==> src/rtl/ram_fifo_ctrl.sv <==
// FIFO controller wrapping an external true dual-port RAM with a 2-entry output buffer.
// Define RAM_FIFO_CTRL_LEVEL_EN to add the registered occupancy output `level`.
module ram_fifo_ctrl #(
  parameter int DATAWIDTH = 16,
  parameter int ADDRWIDTH = 8
) (
  input  logic                 clk,
  input  logic                 rst_n,
  input  logic                 s_valid,
  output logic                 s_ready,
  input  logic [DATAWIDTH-1:0] s_data,
  output logic                 m_valid,
  input  logic                 m_ready,
  output logic [DATAWIDTH-1:0] m_data,
  output logic [ADDRWIDTH-1:0] ram_addra,
  output logic [DATAWIDTH-1:0] ram_dina,
  output logic                 ram_wea,
  output logic [ADDRWIDTH-1:0] ram_addrb,
  output logic [DATAWIDTH-1:0] ram_dinb,
  output logic                 ram_web,
  input  logic [DATAWIDTH-1:0] ram_doutb
`ifdef RAM_FIFO_CTRL_LEVEL_EN
  ,
  output logic [ADDRWIDTH+1:0] level
`endif
);

  localparam int DEPTH = 1 << ADDRWIDTH;
  localparam logic [ADDRWIDTH:0] FULL = (ADDRWIDTH+1)'(DEPTH);

  logic                 run;
  logic [ADDRWIDTH-1:0] wptr, rptr;
  logic [ADDRWIDTH:0]   ram_level, ram_level_nxt;
  logic                 inflight;
  logic [1:0]           obuf_level, obuf_level_nxt;
  logic [DATAWIDTH-1:0] obuf0, obuf1;
  logic                 push, pop, rd;
  logic [2:0]           occ;

  // run keeps s_ready low until the first edge after reset release
  assign s_ready = run && (ram_level != FULL);
  assign m_valid = (obuf_level != 2'd0);
  assign m_data  = obuf0;

  assign push = s_valid && s_ready;
  assign pop  = m_valid && m_ready;
  assign occ  = {1'b0, obuf_level} + {2'b00, inflight};
  assign rd   = (ram_level != '0) && (occ < (3'd2 + {2'b00, pop}));

  assign ram_wea   = push;
  assign ram_addra = wptr;
  assign ram_dina  = s_data;
  assign ram_addrb = rptr;
  assign ram_dinb  = '0;
  assign ram_web   = 1'b0;

  assign ram_level_nxt  = ram_level + (ADDRWIDTH+1)'(push) - (ADDRWIDTH+1)'(rd);
  assign obuf_level_nxt = obuf_level + {1'b0, inflight} - {1'b0, pop};

  always_ff @(posedge clk or negedge rst_n) begin
    if (!rst_n) begin
      run        <= 1'b0;
      wptr       <= '0;
      rptr       <= '0;
      ram_level  <= '0;
      inflight   <= 1'b0;
      obuf_level <= 2'd0;
      obuf0      <= '0;
      obuf1      <= '0;
    end else begin
      run        <= 1'b1;
      ram_level  <= ram_level_nxt;
      inflight   <= rd;
      obuf_level <= obuf_level_nxt;
      if (push) wptr <= wptr + ADDRWIDTH'(1);
      if (rd)   rptr <= rptr + ADDRWIDTH'(1);
      // inflight means ram_doutb holds the word issued last cycle
      case ({inflight, pop})
        2'b01: obuf0 <= obuf1;
        2'b10: begin
          if (obuf_level == 2'd0) obuf0 <= ram_doutb;
          else                    obuf1 <= ram_doutb;
        end
        2'b11: begin
          if (obuf_level == 2'd1) obuf0 <= ram_doutb;
          else begin
            obuf0 <= obuf1;
            obuf1 <= ram_doutb;
          end
        end
        default: ;
      endcase
    end
  end

`ifdef RAM_FIFO_CTRL_LEVEL_EN
  always_ff @(posedge clk or negedge rst_n) begin
    if (!rst_n) level <= '0;
    else        level <= (ADDRWIDTH+2)'(ram_level_nxt) + (ADDRWIDTH+2)'(rd)
                         + (ADDRWIDTH+2)'(obuf_level_nxt);
  end
`endif

endmodule

==> config.mk <==
export PLATFORM = sky130hd
export DESIGN_NAME = ram_fifo_ctrl
export DESIGN_NICKNAME = d
export VERILOG_FILES = /design/src/rtl/ram_fifo_ctrl.sv
export SDC_FILE = /design/constraint.sdc
export NUM_CORES = 1
export LEC_CHECK = 0
export ABC_AREA = 1
export BUFFER_PORTS_ARGS = -buffer_cell sky130_fd_sc_hd__clkbuf_2
export CORE_UTILIZATION = 52
export DETAILED_ROUTE_END_ITERATION = 10
export GPL_TIMING_DRIVEN = 0
export PLACE_DENSITY = 0.86
export SLEW_MARGIN = 40
export SYNTH_ARGS = -nofsm -noshare
export SYNTH_HDL_FRONTEND = slang
export SYNTH_SLANG_ARGS = --single-unit
==> constraint.sdc <==
create_clock -name clk -period 3.1 [get_ports clk]
set_input_delay 0.62 -clock clk [delete_from_list [all_inputs] [get_ports clk]]
set_output_delay 0.62 -clock clk [all_outputs]
set_load 0.03 [all_outputs]
Word-level counts from Yosys, hierarchy flattened
Index checks and enable logic that the tools add are counted.
{"block": "word_totals", "inputBits": 36, "wordCells": 42, "ff_bits": 61, "out_inout_bits": 68}
{"block": "op_classes", "magnitude_cmp": 1, "n_mux": 6, "n_eq_ne": 8, "n_reduce_logical": 11, "add_sub_neg": 8}
{"operator": "$mux 16", "n": 4}
{"operator": "$pmux 16 s3", "n": 1}
{"operator": "$pmux 16 s2", "n": 1}
{"operator": "$add 8x1->8 const B", "n": 2}
{"operator": "$add 9x1->9", "n": 1}
{"operator": "$ne 9x9->1 const B", "n": 1}
{"operator": "$reduce_bool 9->1", "n": 1}
{"operator": "$sub 9x1->9", "n": 1}
{"operator": "$ne 2x2->1 const B", "n": 3}
{"operator": "$eq 2x1->1 const B", "n": 2}
{"operator": "$eq 2x2->1 const B", "n": 2}
{"operator": "$logic_and 1x1->1", "n": 4}
{"operator": "$reduce_bool 2->1", "n": 2}
{"operator": "$add 2x1->3", "n": 1}
{"operator": "$add 2x1->3 const A", "n": 1}
{"operator": "$lt 3x3->1", "n": 1}
{"operator": "$reduce_and 3->1", "n": 1}
{"operator": "$reduce_bool 3->1", "n": 1}
{"operator": "$add 2x1->2", "n": 1}
{"operator": "$logic_not 2->1", "n": 1}
{"operator": "$reduce_and 2->1", "n": 1}
{"operator": "$sub 2x1->2", "n": 1}

Longest topological paths before layout
Gate-level depths: netlist of the first run.
{"block": "logic_depth", "word_depth": 6, "depth_mapped": 18, "mapped_depth_nobuf": 18}

Worst setup path after synthesis of the first run
OpenSTA, ideal clock, no wires.
{"block": "synth_path", "kind": "reg-to-reg", "start": "reg inflight", "end": "reg ram_level[8]", "arrival_time_ps": 2483, "setup_ps": 116, "synth_period_minus_slack_ps": 2599, "setup_slack_ps": 501, "path_stages_with_launch": 16, "n_path_buf": 0, "t_required_ps": 2984, "cell_sequence": "dfrtp_1 -> ha_1 -> ha_1 -> nand2_1 -> nand3_4 -> inv_1 -> ha_1 -> inv_1 -> ha_1 -> inv_1 -> fa_1 -> nand3b_1 -> nand2_1 -> nand2_1 -> nand3_1 -> nand2_1"}
{"block": "synth_via", "elab_chain_cells": 4}
{"element": "start, declared", "line": "34", "text": "logic inflight;"}
{"element": "start signal, assigned", "line": "73", "text": "inflight <= rd;"}
{"element": "$add 2x1->3", "line": "47", "text": "assign occ = {1'b0, obuf_level} + {2'b00, inflight};"}
{"element": "$lt 3x3->1", "line": "48", "text": "assign rd = (ram_level != '0) && (occ < (3'd2 + {2'b00, pop}));"}
{"element": "$logic_and 1x1->1", "line": "48"}
{"element": "via rd", "line": "37", "text": "logic push, pop, rd;"}
{"element": "$sub 9x1->9", "line": "57", "text": "assign ram_level_nxt = ram_level + (ADDRWIDTH+1)'(push) - (ADDRWIDTH+1)'(rd);"}
{"element": "via ram_level_nxt[8]", "line": "33", "text": "logic [ADDRWIDTH:0] ram_level, ram_level_nxt;"}
{"element": "end signal, assigned", "line": "72", "text": "ram_level <= ram_level_nxt;"}
{"element": "end, declared", "line": "33"}
The timed path passes the listed nets, and every way through them passes these cells.
A chain may end at the register's enable or synchronous reset.

Worst setup path after layout of the first run
{"block": "layout_path", "start": "reg ram_level[6]", "end": "reg ram_level[6]"}
{"block": "layout_via", "word_cells_on_any_way": 7, "classes_between": "add/sub (2); eq/ne (1); reduce/logical (4)"}
{"element": "$reduce_bool 9->1", "line": "48"}
{"element": "$logic_and 1x1->1", "line": "48"}
{"element": "via rd", "line": "37"}
{"element": "$sub 9x1->9", "line": "57"}
{"element": "via ram_level_nxt[6]", "line": "33"}
The timed path passes the listed nets, and every way through them passes these cells.

==> results of run 1 <==
## final cells by class
class                   count  area, µm²
flip-flops and latches     61       1530
well taps                  77       96.3
inverters                  56        210
repair buffers             70        368
clock buffers              11        141
clock inverters             4       25.0
multi-input cells         293       1570
fillers                   513       2210
plain buffers              44        314
## worst max-delay path, stage by stage (launching register included)
cell	delay, ns
dfrtp_1	0.39
inv_1	0.09
ha_1	0.15
nand2_1	0.04
inv_1	0.12
nand4_4	0.18
nand3_4	0.20
inv_1	0.07
ha_1	0.27
inv_1	0.05
ha_1	0.15
inv_1	0.06
fa_1	0.39
nand3b_1	0.18
nand2_1	0.13
nand2_1	0.09
nand3_1	0.07
nand2_1	0.06
## registers in the layout, indices dropped and copies added (netlist names)
| name | flops |
|---|---|
| inflight | 1 |
| m_data | 16 |
| obuf1 | 16 |
| obuf_level | 2 |
| ram_addra | 8 |
| ram_addrb | 8 |
| ram_level | 9 |
| run | 1 |
## cell usage after synthesis (2+ instances only)
cell | number | area (µm²)
buf_2 | 5 | 25.0
xnor2_1 | 4 | 35.0
nand3_1 | 40 | 200
a21oi_1 | 4 | 20.0
inv_1 | 55 | 206
conb_1 | 2 | 7.51
nand4_1 | 6 | 37.5
a31oi_1 | 15 | 93.8
o21ai_0 | 17 | 85.1
buf_4 | 36 | 270
nor2_1 | 30 | 113
nand3_2 | 2 | 20.0
ha_1 | 18 | 225
xor2_1 | 7 | 61.3
nand2_1 | 111 | 417
nand3b_1 | 6 | 45.0
nand2_2 | 4 | 25.0
dfrtp_1 | 61 | 1530
clkbuf_1 | 2 | 7.51
o21ai_1 | 2 | 10.0
## cell usage in the layout (no fill, tap or decap), types with 17 or more instances in the layout
| cell type | Yosys | final |
|---|---|---|
| nand2_1 | 111 | 111 |
| clkbuf_2 | 0 | 68 |
| dfrtp_1 | 61 | 61 |
| inv_1 | 55 | 55 |
| nand3_1 | 40 | 40 |
| buf_4 | 36 | 36 |
| nor2_1 | 30 | 30 |
| ha_1 | 18 | 18 |
| conb_1 | 2 | 18 |
| o21ai_0 | 17 | 17 |
## metrics by stage
stage,hold WS [ns],area (µm²),util [%]
floorplan,0.324,3610,-
global placement,0.467,4050,62.7
detailed placement,0.476,4070,63.1
CTS,0.247,4240,65.7
global route,0.257,4250,65.8
finish,0.234,4250,65.8
## cells by family after synthesis
family	after synthesis
and+or+nand+nor	204
other	2
xor gates and xnor gates	11
DFF	61
buffers and inverters	100
adders and majority gates	19
AOI/OAI and AO/OA	41
## power breakdown
group / switching, mW / internal (mW)
Sequential: 0.261 / 1.17
Clock: 0.310 / 0.304
Combinational: 1.68 / 0.898
Total: 2.25 / 2.37
## path summary, 6_finish.rpt
path                                        start                        to  slack, ns  cells past startpoint
setup / recovery           ram_level[6]$_DFF_PN0_    ram_level[6]$_DFF_PN0_       0.29                     17
hold / removal                              rst_n  ram_addra[4]$_DFFE_PN0P_       0.23                      1
setup reg to reg           ram_level[6]$_DFF_PN0_    ram_level[6]$_DFF_PN0_       0.29                     17
hold reg to reg             obuf1[12]$_DFFE_PN0P_     obuf1[12]$_DFFE_PN0P_       0.49                      2
max in group asynchronous                   rst_n   obuf_level[1]$_DFF_PN0_       2.34                      2
min in group clk            obuf1[12]$_DFFE_PN0P_     obuf1[12]$_DFFE_PN0P_       0.49                      2
## routing by layer
metal	GRT usage, %	routed length (µm)	vias up
met5	0	0	-
li1	-	-	1537
met2	36.9	3700	114
met3	6.00	469	15
met4	11.9	153	0
met1	25.9	3190	1444
==> impl_metrics.json, run 1 <==
{
  "status": "complete, but fails checks",
  "violations": "design-rule violations",
  "nets": 590,
  "avgSynthCellArea_um2": 8.10,
  "diodes": 0,
  "first_pass_iters": 8,
  "grt_usage_pct": 22.1,
  "synth_cell_types": 31,
  "arrival_ns": 3.03,
  "cts_buffers": 9,
  "dieArea_mm2": 0.00716,
  "cp-end-kind": "register",
  "slew_viol_final": 0,
  "drc": 9,
  "timing.hold.worst.class": "in2async",
  "synthAdderAreaFrac_pct": 6.91,
  "finalPower_mw": 4.63,
  "synthCells": 438,
  "start_util_pct": 55.0,
  "die_x_um": 84.6,
  "core_mm2": 0.00646,
  "setup_viol": 0,
  "synth_top_family_by_area": "simple AND/OR/NAND/NOR gates",
  "synthArstFlopShare_pct": 100,
  "wl_um": 7510,
  "synth_compound_area_share_pct": 6.77,
  "cts-hold-fix-buffers": 0,
  "final_cell_count_no_fill": 616,
  "setup_slack_ns": 0.293,
  "io_pins": 104,
  "via_count": 3110,
  "gp_congestion": 0.807,
  "synth_ff_type": "dfrtp_1",
  "skew_ns": 0.0128,
  "cts_tree": "built",
  "synth-edff-count": 0,
  "yosysWarningCount": 0,
  "syn_area_mm2": 0.00355,
  "clockBufferDepth": 2,
  "powerDensity_mw_per_mm2": 1090,
  "overflow": 0,
  "criticalPathCategory": "reg2reg",
  "ys_ff_latch": 61,
  "clkSinkCount": 61,
  "synthMuxAreaShare_pct": 0,
  "path_max_fanout": 9,
  "area_delta_synth_final_pct": 19.7,
  "cts_setup_buffers": 0,
  "viasPerCell": 5.05,
  "report.final.hold_viol_count": 0,
  "row_count": 29,
  "grt_max_degree": 34,
  "dp_cells": 601,
  "cts_resized": 0,
  "ctsHtreeMaxLevel": 3,
  "maxCapViolations": 0,
  "grt_pass1_wl_um": 12500,
  "synth_xor_xnor_area_share_pct": 2.71,
  "cts-root-buf": "clkbuf_8",
  "avgRoutedWirePerCell_um": 12.2,
  "dp_hpwl_um": 5440,
  "post-route-period-util_pct": 90.5,
  "cp-start-kind": "register",
  "io_buffers": 69,
  "ys_seq_area_share_pct": 43.0,
  "path_clk_slew_ns": 0.07,
  "synthSimpleGateAreaFrac_pct": 25.6,
  "rsz0062_at_grt": "no",
  "worstPathRequired_ns": 3.33,
  "die_h_um": 84.6,
  "timing.setup.tns_ns": 0,
  "dp_slack_ns": 0.215,
  "fmax_mhz": 356,
  "ir_worst_vdd_uv": 387,
  "antenna_found_initial": 0,
  "leakagePower_nw": 2.39,
  "drtIter0Drc": 231,
  "drtAntennaViolNets": 0,
  "clock_latency_ns": 0.35,
  "drive_gt1_share_pct": 25.4,
  "fin_crit_ns": 2.81,
  "grt_pass1_vias": 2938
}
Note: power is estimated with default switching activity, not from simulation.
==> run 2, diff against run 1 <==
- ABC_AREA: 1 -> 0
- BUFFER_PORTS_ARGS: -buffer_cell sky130_fd_sc_hd__clkbuf_2 -> -buffer_cell sky130_fd_sc_hd__buf_2
- CORE_UTILIZATION: 52 -> 51
- SLEW_MARGIN: 40 -> 20
==> run 2 against run 1 <==
- the run now ends clean
- worst setup slack lost 0.19 ns
- critical endpoint is now ram_level[8]$_DFF_PN0_
- sequential cell count did not move
- highest routed layer unchanged
- wire length decreased by 23%
- via count shrank 26%
- worst hold slack improved by 0.12 ns
- critical path depth decreased by 2
==> impl_metrics.json, run 2 <==
{
  "crit_chain": "ha_2 > ha_1 > a21boi_2 > nor3_4 > ha_1 > inv_1 > ha_2 > inv_1 > fa_2 > inv_2 > a21oi_2 > o41ai_2 > buf_4 > o41ai_4 > xnor2_1",
  "drtIter0Drc": 86,
  "cp_num_buf_inv": 4,
  "ctsHtreeMaxLevel": 3,
  "synthCells": 285,
  "synthAdderAreaFrac_pct": 7.70,
  "synth_cell_types": 38,
  "dp_hpwl_um": 4150,
  "area_delta_synth_final_pct": 25.2,
  "wl_um": 5760,
  "synth_top_cell_area_share_pct": 47.9,
  "cts_buffers": 9,
  "cts_tree": "built",
  "io_pins": 104,
  "leakagePower_nw": 2.05,
  "diodes": 0,
  "synthSimpleGateAreaFrac_pct": 9.15,
  "yosysWarningCount": 0,
  "rr_endpoint": "ram_level[8]$_DFF_PN0_",
  "grt_pass1_wl_um": 9100,
  "overflow": 0,
  "cp.depth": 15,
  "synth_top_family_by_area": "multiplexers",
  "critPathTopFamily": "adder cells",
  "reg2reg_depth": 15,
  "grt_max_degree": 62,
  "dp_cells": 446,
  "worst-r2r-setup-slack_ns": 0.11,
  "fin_crit_ns": 2.99,
  "finalPower_mw": 4.81,
  "path_clk_slew_ns": 0.07,
  "drc": 0,
  "synthArstFlopShare_pct": 100,
  "synthMuxAreaShare_pct": 11.5,
  "clockBufferDepth": 2,
  "drtAntennaViolNets": 0,
  "drive_gt1_share_pct": 40.7,
  "synth-edff-count": 0,
  "criticalPathCategory": "reg2reg",
  "cts-root-buf": "clkbuf_8",
  "design_area_mm2": 0.00399,
  "worstPathRequired_ns": 3.30,
  "nets": 443,
  "status": "complete, no violations",
  "die_h_um": 81.0,
  "clkSinkCount": 61,
  "first_pass_iters": 4,
  "gp_congestion": 0.831,
  "timing.hold.worst.class": "in2async",
  "start_util_pct": 53.5,
  "via_count": 2300,
  "ir_worst_vdd_uv": 641,
  "ys_ff_latch": 61,
  "core_mm2": 0.00596,
  "antenna_found_initial": 0,
  "avgSynthCellArea_um2": 11.2,
  "row_count": 28,
  "synth_compound_area_share_pct": 5.58,
  "dieArea_mm2": 0.00657,
  "final_cell_count_no_fill": 468,
  "report.final.hold_viol_count": 0,
  "layout_commonest_cell": "buf_2",
  "cp_slowest_cell": "dfrtp_1",
  "skew_ns": 0.00849,
  "synth_xor_xnor_area_share_pct": 6.60,
  "powerDensity_mw_per_mm2": 1210,
  "fmax_mhz": 334,
  "maxCapViolations": 0,
  "cp-end-kind": "register",
  "yosysTopAreaCell": "dfrtp_1",
  "setup_viol": 0,
  "slew_viol_final": 0,
  "avgRoutedWirePerCell_um": 12.3,
  "io_buffers": 70,
  "cp-start-kind": "register",
  "ys_top_cells_by_area": "dfrtp_1 48%, buf_4 7.8%, ha_1 7.1%, mux2_2 6.0%, xnor2_1 5.8%",
  "ys_seq_area_share_pct": 47.9,
  "worst_slew_pin_slew_ns": 0.751,
  "placed_area_mm2": 0.00369,
  "grt_pass1_vias": 2055,
  "arrival_ns": 3.20,
  "yosysMostFrequentCell": "dfrtp_1",
  "max_slew_margin_pct": 49.9,
  "path_max_fanout": 4,
  "syn_area_mm2": 0.00319,
  "synth_ff_type": "dfrtp_1",
  "layout_common_cells": "72 x buf_2, 61 x dfrtp_1, 40 x buf_4",
  "grt_usage_pct": 18.3,
  "synth_common_cells": "61 x dfrtp_1, 33 x buf_4, 21 x xnor2_1, 20 x inv_1, 20 x nand2_1",
  "r2r-start": "obuf_level[0]$_DFF_PN0_",
  "clock_latency_ns": 0.33,
  "slowest_delay_ns": 0.42,
  "viasPerCell": 4.91,
  "post-route-period-util_pct": 96.6,
  "die_x_um": 81.0
}
==> run 2: cell count changes in the layout (fill, tap and decap cells not counted), moves of 5 or more <==
cell	previous run	this run
a31oi_1	15	2
buf_2	5	72
mux2_2	0	17
mux2i_1	0	16
and3_1	0	5
nand2_1	111	20
nand3b_1	6	1
clkbuf_2	68	0
inv_1	55	19
xnor2_1	4	21
nand3_1	40	1
nor2_1	30	8
==> run 2: kinds of logic after synthesis <==
group                      Yosys count
other                                2
buffers and inverters               60
DFF                                 61
and+or+nand+nor                     54
muxes                               34
adders and majority gates           19
AOI/OAI and AO/OA                   31
xor gates and xnor gates            24
==> run 2: how the worst max path moves through the flow <==
stage,startpoint,end,slack (ns)
after floorplan,inflight$_DFF_PN0_,ram_level[8]$_DFF_PN0_,0.05
after global placement,m_ready,ram_level[8]$_DFF_PN0_,-0.38
after detailed placement,inflight$_DFF_PN0_,ram_level[8]$_DFF_PN0_,-0.45
after CTS,inflight$_DFF_PN0_,ram_level[8]$_DFF_PN0_,0.002
after global routing,obuf_level[0]$_DFF_PN0_,ram_level[8]$_DFF_PN0_,-0.05
final,obuf_level[0]$_DFF_PN0_,ram_level[8]$_DFF_PN0_,0.11
==> run 2: timing repair <==
| action | in CTS | in global routing |
|---|---|---|
| setup buffers | 1 | 5 |
| pin swaps | 1 | 6 |
| hold buffers | 0 | 0 |
| setup endpoints to repair | 2 | 2 |
| resized for setup | 5 | 11 |
==> run 2: cell type report <==
cell class,count,area [µm²]
fillers,452,1970
flip-flops and latches,61,1530
multi-input cells,180,1430
repair buffers,76,398
plain buffers,40,285
clock buffers,13,159
well taps,75,93.8
inverters,20,75.1
clock inverters,3,20.0
==> run 2: metrics by stage <==
step	hold WS, ns	util, %	worst slack [ns]	setup TNS [ns]
floorplan	0.324	-	0.0460	0
global placement	0.457	62.0	-0.384	-0.701
detailed placement	0.466	62.0	-0.451	-0.858
CTS	0.376	65.5	0.00178	0
global route	0.406	67.0	-0.0450	-0.0755
finish	0.358	67.0	0.105	0
==> run 2: report_power, final <==
group          total (mW)  leakage [nW]  internal (mW)  switching [mW]
combinational        2.69          1.23           1.18            1.52
clock               0.632        0.0857          0.333           0.299
sequential           1.48         0.737           1.21           0.275
total                4.81          2.05           2.71            2.09
==> run 2: metal layers <==
| layer | global-route usage, % | up-vias | part of all wire (%) |
|---|---|---|---|
| li1 | - | 1113 | - |
| met1 | 22.4 | 1106 | 43 |
| met2 | 29.9 | 71 | 49 |
| met3 | 5.28 | 10 | 6.0 |
| met4 | 7.86 | 0 | 1.3 |
| met5 | 0 | - | 0 |
==> run 3, diff against run 2 <==
- CORE_MARGIN: default -> 2
- REMOVE_ABC_BUFFERS: default -> 1
==> run 3 against run 2 <==
- via count decreased by 7.0%
- worst hold slack got worse by 0.015 ns
- final cell count decreased by 9.0%
- global-route usage increased by 0.26 points
- critical path depth unchanged
- clock power increased by 3.8%
- worst setup slack got worse by 0.011 ns
- largest cell class unchanged
==> impl_metrics.json, run 3 (synthesized netlist as in run 2, its figures left out) <==
{
  "finalPower_mw": 5.13,
  "start_util_pct": 53.2,
  "clkSinkCount": 61,
  "skew_ns": 0.00877,
  "arrival_ns": 3.21,
  "core_mm2": 0.00599,
  "row_count": 28,
  "clockBufferDepth": 2,
  "grt_pass1_vias": 2144,
  "worst-r2r-setup-slack_ns": 0.09,
  "avgRoutedWirePerCell_um": 14.8,
  "die_x_um": 83.0,
  "gp_congestion": 0.836,
  "leakagePower_nw": 1.89,
  "clock_latency_ns": 0.34,
  "die_h_um": 83.0,
  "cp_slowest_cell": "dfrtp_2",
  "powerDensity_mw_per_mm2": 1350,
  "nets": 402,
  "path_max_fanout": 2,
  "report.final.hold_viol_count": 0,
  "cp-start-kind": "register",
  "status": "complete, no violations",
  "grt_pass1_wl_um": 10100,
  "viasPerCell": 5.02,
  "rr_endpoint": "ram_level[8]$_DFF_PN0_",
  "ir_worst_vdd_uv": 676,
  "slowest_delay_ns": 0.41,
  "grt_usage_pct": 18.5,
  "drive_gt1_share_pct": 37.6,
  "overflow": 0,
  "via_count": 2139,
  "drtIter0Drc": 90,
  "io_pins": 104,
  "hold_slack_ns": 0.344,
  "post-route-period-util_pct": 97.0,
  "layout_common_cells": "60 x dfrtp_1, 53 x buf_2, 21 x xnor2_1, 21 x buf_4, 20 x nand2_1",
  "grt_max_degree": 62,
  "r2r-start": "inflight$_DFF_PN0_",
  "area_delta_synth_final_pct": 19.3,
  "cts-root-buf": "clkbuf_8",
  "cts_buffers": 9,
  "crit_chain": "ha_2 > ha_1 > a21boi_4 > nor3_4 > ha_1 > inv_1 > ha_2 > inv_2 > fa_2 > inv_2 > a21oi_2 > o41ai_2 > buf_4 > o41ai_4 > xnor2_1",
  "n_fill_cell": 458,
  "criticalPathCategory": "reg2reg",
  "wl_um": 6290,
  "io_buffers": 54,
  "dieArea_mm2": 0.00689,
  "max_slew_margin_pct": 49.6,
  "ctsHtreeMaxLevel": 3,
  "layout_commonest_cell": "dfrtp_1",
  "worstPathRequired_ns": 3.31,
  "reg2reg_depth": 15,
  "worst_slew_pin_slew_ns": 0.755,
  "path_clk_slew_ns": 0.07,
  "fmax_mhz": 333,
  "drtAntennaViolNets": 0,
  "setup_viol": 0,
  "maxCapViolations": 0,
  "critPathLaunch": "inflight$_DFF_PN0_",
  "diodes": 0,
  "timing.hold.worst.class": "in2async",
  "cts_tree": "built",
  "slew_viol_final": 0,
  "critPathCapture": "ram_level[8]$_DFF_PN0_",
  "first_pass_iters": 4,
  "cp-end-kind": "register",
  "fin_crit_ns": 3.01,
  "antenna_found_initial": 0,
  "dp_hpwl_um": 4030,
  "drc": 0
}
[run 3: power by group]
part           internal, mW  switching [mW]  leakage, nW  total, mW
registers              1.21           0.287        0.736       1.50
logic                  1.38            1.59         1.06       2.98
clock network         0.362           0.294       0.0919      0.656
[run 3: final cells by class]
class                   count  area (µm²)  share of cell area [%]
repair buffers             75         434                    11.4
multi-input cells         180        1490                    39.2
well taps                  75        93.8                    2.47
flip-flops and latches     61        1530                    40.2
inverters                  20        75.1                    1.98
clock inverters             5        52.6                    1.38
clock buffers              10         128                    3.36
[run 3: worst min path at each step]
| stage | startpoint | to | slack, ns |
|---|---|---|---|
| 2_1_floorplan | rst_n | inflight$_DFF_PN0_ | 0.32 |
| 3_3_place_gp | m_data[13]$_DFFE_PN0P_ | m_data[13]$_DFFE_PN0P_ | 0.46 |
| 3_5_place_dp | m_data[12]$_DFFE_PN0P_ | m_data[12]$_DFFE_PN0P_ | 0.47 |
| 4_1_cts | rst_n | ram_addra[4]$_DFFE_PN0P_ | 0.37 |
| 5_1_grt | rst_n | ram_addra[4]$_DFFE_PN0P_ | 0.41 |
| 6_report | rst_n | ram_addra[4]$_DFFE_PN0P_ | 0.34 |
[run 3: stage by stage]
stage	setup WS, ns	instance area, µm²	TNS (ns)	utilization (%)	instances
finish	0.0943	3800	0	63.4	426
global route	-0.0254	3800	-0.0254	63.4	426
CTS	0.00154	3710	0	61.9	420
detailed placement	-0.513	3360	-0.948	56.2	391
global placement	-0.682	3320	-11.39	55.5	390
floorplan	0.0437	2960	0	-	261
[run 3: routing by layer]
metal | global-route usage [%] | vias to the layer above | part of all wire [%]
met2 | 28.5 | 96 | 47
met5 | 0 | - | 0
met3 | 8.05 | 17 | 7.9
li1 | - | 1029 | -
met4 | 8.35 | 0 | 2.3
met1 | 22.5 | 997 | 43
[run 3: timing repair]
item | in CTS | in global routing
buffers inserted | 14 | 6
gates resized for setup | 16 | 11
setup endpoints to repair | 2 | 2
cloned | 0 | 0
hold buffers | 0 | 0
pin swaps | 7 | 8
hold endpoints to repair | 0 | 0
[run 3: critical path: cells and delay by family (launching register included)]
| family | cells | cell delay, ns |
|---|---|---|
| flip-flops | 1 | 0.41 |
| XOR/XNOR | 1 | 0.14 |
| AND/OR/NAND/NOR | 1 | 0.18 |
| AO/OA/AOI/OAI | 4 | 0.55 |
| buffers and inverters | 4 | 0.37 |
| adder cells (fa/ha/maj) | 5 | 1.24 |
